===== config.mk =====
export PLATFORM = sky130hd
export DESIGN_NAME = tone_gen_poly_flat
export DESIGN_NICKNAME = d
export VERILOG_FILES = /design/src/rtl/tone_gen_poly_if.sv /design/src/rtl/tone_gen_poly.sv /design/src/flat_wrapper.sv
export SDC_FILE = /design/constraint.sdc
export NUM_CORES = 1
export LEC_CHECK = 0
export ABC_AREA = 1
export CORE_ASPECT_RATIO = 1.25
export CORE_UTILIZATION = 65
export DETAILED_ROUTE_END_ITERATION = 8
export PLACE_DENSITY = 0.86
export SLEW_MARGIN = 20
export SYNTH_ARGS = -nofsm -noshare
export SYNTH_HDL_FRONTEND = slang
export SYNTH_SLANG_ARGS = --single-unit

===== constraint.sdc =====
create_clock -name clk -period 5.3 [get_ports clk]
set_input_delay 0.795 -clock clk [delete_from_list [all_inputs] [get_ports clk]]
set_output_delay 0.795 -clock clk [all_outputs]
set_load 0.005 [all_outputs]

===== src/rtl/tone_gen_poly_if.sv =====
// Key/octave inputs and tone/status outputs of the polyphonic-key tone generator.
interface tone_gen_poly_if #(
    parameter int KEYS = 8
) ();
    logic [KEYS-1:0] keys;
    logic [1:0]      octave;
    logic            tone;
    logic            playing;
    logic [2:0]      note;

    modport master (
        output keys,
        output octave,
        input  tone,
        input  playing,
        input  note
    );

    modport slave (
        input  keys,
        input  octave,
        output tone,
        output playing,
        output note
    );
endinterface


===== src/rtl/tone_gen_poly.sv =====
// Square-wave tone generator: highest pressed key picks a C4..C5 note, octave shifts it up,
// and pitch/key changes only take effect at half-period boundaries.
//   state | meaning
//   IDLE  | silent, tone low, waiting for any key
//   PLAY  | counting half-periods, tone toggling at each boundary
module tone_gen_poly #(
    parameter int INPUT = 50000000,
    parameter int WIDTH = 24,
    parameter int KEYS  = 8
) (
    input  logic                clk,
    input  logic                rst,
    tone_gen_poly_if.slave      bus
);
    localparam int W1 = WIDTH + 1;

    localparam logic IDLE = 1'b0;
    localparam logic PLAY = 1'b1;

    // Half-period length (HP+1) per note; held one bit wider so the octave shift never overflows.
    localparam logic [W1-1:0] HP1 [8] = '{
        W1'(INPUT / 262 / 2), W1'(INPUT / 294 / 2), W1'(INPUT / 330 / 2), W1'(INPUT / 349 / 2),
        W1'(INPUT / 392 / 2), W1'(INPUT / 440 / 2), W1'(INPUT / 494 / 2), W1'(INPUT / 523 / 2)
    };
    localparam logic [W1-1:0] ONE_W1 = W1'(1);

    generate
        if (KEYS < 1 || KEYS > 8) begin : g_bad_keys
            $error("tone_gen_poly: KEYS must be in 1..8");
        end
        if (longint'(INPUT / 262 / 2) - 1 > (longint'(1) << WIDTH) - 1) begin : g_bad_width
            $error("tone_gen_poly: lowest note half-period does not fit in WIDTH bits");
        end
    endgenerate

    logic             state;
    logic             tone;
    logic             playing;
    logic [2:0]       note;
    logic [WIDTH-1:0] cnt;

    logic [2:0]       sel;
    logic             any_key;
    logic [W1-1:0]    shifted;
    logic [WIDTH-1:0] reload;

    always_comb begin
        sel = 3'd0;
        for (int i = 0; i < KEYS; i++) begin
            if (bus.keys[i]) begin
                sel = 3'(i);
            end
        end
    end

    assign any_key = |bus.keys;
    assign shifted = HP1[sel] >> bus.octave;
    assign reload  = (shifted == '0) ? '0 : WIDTH'(shifted - ONE_W1);

    always_ff @(posedge clk) begin
        if (rst) begin
            state   <= IDLE;
            tone    <= 1'b0;
            playing <= 1'b0;
            note    <= 3'd0;
            cnt     <= '0;
        end else begin
            case (state)
                IDLE: begin
                    if (any_key) begin
                        cnt     <= reload;
                        note    <= sel;
                        tone    <= 1'b1;
                        playing <= 1'b1;
                        state   <= PLAY;
                    end
                end
                PLAY: begin
                    if (cnt != '0) begin
                        cnt <= cnt - WIDTH'(1);
                    end else if (any_key) begin
                        tone <= ~tone;
                        cnt  <= reload;
                        note <= sel;
                    end else begin
                        // Stop only at a boundary so the final half-period is never cut short.
                        tone    <= 1'b0;
                        cnt     <= '0;
                        playing <= 1'b0;
                        state   <= IDLE;
                    end
                end
                default: begin
                    state <= IDLE;
                end
            endcase
        end
    end

    assign bus.tone    = tone;
    assign bus.playing = playing;
    assign bus.note    = note;
endmodule


===== src/flat_wrapper.sv =====
// flat-port wrapper written by rule: the top's interface ports become plain ports
module tone_gen_poly_flat 
#(
    parameter int INPUT = 50000000,
    parameter int WIDTH = 24,
    parameter int KEYS  = 8
)
  (clk, rst, bus_keys, bus_octave, bus_tone, bus_playing, bus_note);
  tone_gen_poly_if #(.KEYS(KEYS)) bus_i ();
  input  logic clk;
  input  logic rst;
  input wire logic [$bits(bus_i.keys)-1:0] bus_keys;
  input wire logic [$bits(bus_i.octave)-1:0] bus_octave;
  output wire logic [$bits(bus_i.tone)-1:0] bus_tone;
  output wire logic [$bits(bus_i.playing)-1:0] bus_playing;
  output wire logic [$bits(bus_i.note)-1:0] bus_note;
  assign bus_i.keys = bus_keys;
  assign bus_i.octave = bus_octave;
  assign bus_tone = bus_i.tone;
  assign bus_playing = bus_i.playing;
  assign bus_note = bus_i.note;
  tone_gen_poly #(.INPUT(INPUT), .WIDTH(WIDTH), .KEYS(KEYS)) u_core (.clk(clk), .rst(rst), .bus(bus_i));
endmodule

==> impl_metrics.env <==
export IMPL_status="finished, final reports clean"
export IMPL_grt_max_degree=26
export IMPL_drtIter0Drc=368
export IMPL_start_util_pct=69.3
export IMPL_core_mm2=0.00420
export IMPL_rsz0062_at_grt="false"
export IMPL_netlist_area_mm2=0.00291
export IMPL_post_route_util_pct=75.1
export IMPL_hp_class="reg -> reg"
export IMPL_p_per_area_mw_per_mm2=237
export IMPL_total_power_mw=0.745
export IMPL_cts_sinks=30
export IMPL_irDropWorstVdd_mv=0.123
export IMPL_cts_tree="built"
export IMPL_multi_input_area_mm2=0.00201
export IMPL_yosys_register_bits=30
export IMPL_drc=0
export IMPL_finalCritPeriodShare_pct=74.4
export IMPL_syn_nets=501
export IMPL_relSlewSlack_pct=34.8
export IMPL_post_cts_buffers=0
export IMPL_clk_pin_slew_ns=0.07
export IMPL_tns_ns=0
export IMPL_ys_types=43
export IMPL_ioPinCount=17
export IMPL_start_kind="input port"
export IMPL_hold_viol=0
export IMPL_clockBufferDepth=2
export IMPL_crit_fanout=15
export IMPL_cap_violations=0
export IMPL_wire_per_inst_um=13.9
export IMPL_root_buffer="clkbuf_8"
export IMPL_dieArea_mm2=0.00474
export IMPL_grt_pass1_vias=2905
export IMPL_required_ns=5.49
export IMPL_antenna_diode_count=0
export IMPL_slew_violations=0
export IMPL_port_buffers=16
export IMPL_drive_gt1_share_pct=9.86
export IMPL_antenna_found_initial=0
export IMPL_area_growth_pct=8.39
export IMPL_synthCells=478
export IMPL_rows=26
export IMPL_die_w_um=61.8
export IMPL_ctsResizeCount=0
export IMPL_critPathArrivalTime_ns=4.13
export IMPL_critPathKind="in -> reg"
export IMPL_die_height_um=76.8
export IMPL_postCtsHoldBufs=0
export IMPL_nFillCells=336
export IMPL_end_kind="flip-flop"
export IMPL_via_per_inst=5.88
export IMPL_grt_pass1_wl_um=12500
export IMPL_overflow=0
export IMPL_worstMarginPinSlew_ns=0.974
export IMPL_period_needed_ns=3.94
export IMPL_max_freq_mhz=254
export IMPL_seqCellArea_um2=601
export IMPL_ys_seq_area_share_pct=20.7
export IMPL_wl_um=7540
export IMPL_fin_worst_skew_ns=0.0141
export IMPL_clkLatencyLatePin_ns=0.29
export IMPL_grt_use_total_pct=34.3
export IMPL_fin_nets=509
export IMPL_finalSetupViolations=0
export IMPL_gp_congestion=0.931
export IMPL_dp_hpwl_um=5780
export IMPL_syn_avg_cell_area_um2=6.08
export IMPL_leakage_nw=1.42
export IMPL_htree_levels=2
export IMPL_yosysWarnings=0
export IMPL_numCtsBuffers=5
export IMPL_ant_nets=0
export IMPL_routed_via_count=3195
export IMPL_drtPass1Iterations=6
## power by group
group | internal [mW] | total (mW) | switching [mW]
Combinational | 0.100 | 0.281 | 0.180
Clock | 0.104 | 0.198 | 0.0936
Sequential | 0.247 | 0.267 | 0.0195
Total | 0.452 | 0.745 | 0.294
## state kept, by name (all words and copies together), names as in the netlist
name	cells
u_core.bus.note	3
u_core.bus.playing	1
u_core.bus.tone	1
u_core.cnt	24
u_core.state	1
## cells in the mapped netlist (all sizes together)
cell type  number  share of area (%)
nand2         135                 19
nand3          57                 11
inv            54                7.1
nor2           49                8.1
a21oi          35                6.4
o21ai          31                5.3
dfxtp          30                 21
nor3           12                2.8
ha             11                4.7
xor2           10                3.0
a31oi           8                1.7
buf             8                2.0
clkbuf          8                1.0
nand4           6                1.3
or2             4               0.86
nor4            3               0.65
a22oi           2               0.52
a311oi          2               0.60
nand3b          2               0.52
o22ai           2               0.43
xnor2           2               0.60
a211oi          1               0.26
a41oi           1               0.30
and2            1               0.30
and3            1               0.22
clkinv          1               0.13
o211ai          1               0.26
o221a           1               0.39
## through the flow
stage | area [um^2] | worst slack (ns) | hold WS (ns) | cells
3_3_place_gp | 3060 | 1.13 | 0.459 | 535
3_5_place_dp | 3060 | 1.11 | 0.462 | 535
2_1_floorplan | 2910 | 2.05 | 0.452 | 478
6_report | 3150 | 1.36 | 0.475 | 543
4_1_cts | 3150 | 1.41 | 0.473 | 543
5_1_grt | 3150 | 1.06 | 0.503 | 543
## layout by cell type (no fill, tap or decap), types with 3 or more instances in the layout
cell	count
a21oi_1	32
dfxtp_1	30
nand3_2	5
clkbuf_8	6
nand4_1	6
nor2_2	5
nor2_1	40
nand2_1	122
nand3_1	52
nor3_1	10
ha_1	11
nor4_1	3
nand2_2	10
inv_1	51
a31oi_1	8
nand2_4	3
xor2_1	10
clkdlybuf4s50_1	16
nor2_4	3
o21ai_1	5
o21ai_0	26
a21oi_2	3
## worst paths after layout
kind | start | endpoint | slack (ns) | depth (start not counted)
setup / recovery | bus_keys[4] | u_core.cnt[13] | 1.36 | 19
hold / removal | u_core.bus.tone | u_core.bus.tone | 0.48 | 1
setup reg to reg | u_core.cnt[0] | u_core.cnt[13] | 2.83 | 12
hold reg to reg | u_core.bus.tone | u_core.bus.tone | 0.48 | 1
## critical path, cell delays in order
cell	delay, ns
clkdlybuf4s50_1	0.56
nor2_4	0.08
a21oi_1	0.34
inv_1	0.17
ha_1	0.24
inv_1	0.11
nand2_1	0.06
o21ai_1	0.11
or2_1	0.15
nand2_1	0.07
o21ai_0	0.30
inv_1	0.16
ha_1	0.22
nand2_1	0.07
nor2_1	0.05
nand3_2	0.10
and2_4	0.26
nand3_1	0.12
a31oi_1	0.15
## cell type report
type	instances	share of cell area (%)
Clock inverter	2	0.397
Clock buffer	6	2.62
Multi-Input combinational cell	377	63.7
Timing Repair Buffer	17	5.32
Inverter	55	6.63
Sequential cell	30	19.1
Tap cell	56	2.22
## kinds of logic (layout without fill, tap and decap cells)
logic type	count (synthesis)	after routing	share of synthesized area [%]
AOI/OAI and AO/OA	84	84	16.2
xor gates and xnor gates	12	12	3.62
adders and majority gates	11	11	4.74
buffers and inverters	71	80	10.2
DFF	30	30	20.7
and+or+nand+nor	270	270	44.5
## layer usage
| layer | track usage (%) | vias up | routed length, um |
|---|---|---|---|
| li1 | - | 1595 | - |
| met1 | 40.1 | 1444 | 3060 |
| met2 | 58.0 | 122 | 3750 |
| met3 | 4.05 | 34 | 373 |
| met4 | 18.7 | 0 | 361 |
| met5 | 0 | - | 0 |
Note: power is estimated with default switching activity, not from simulation.
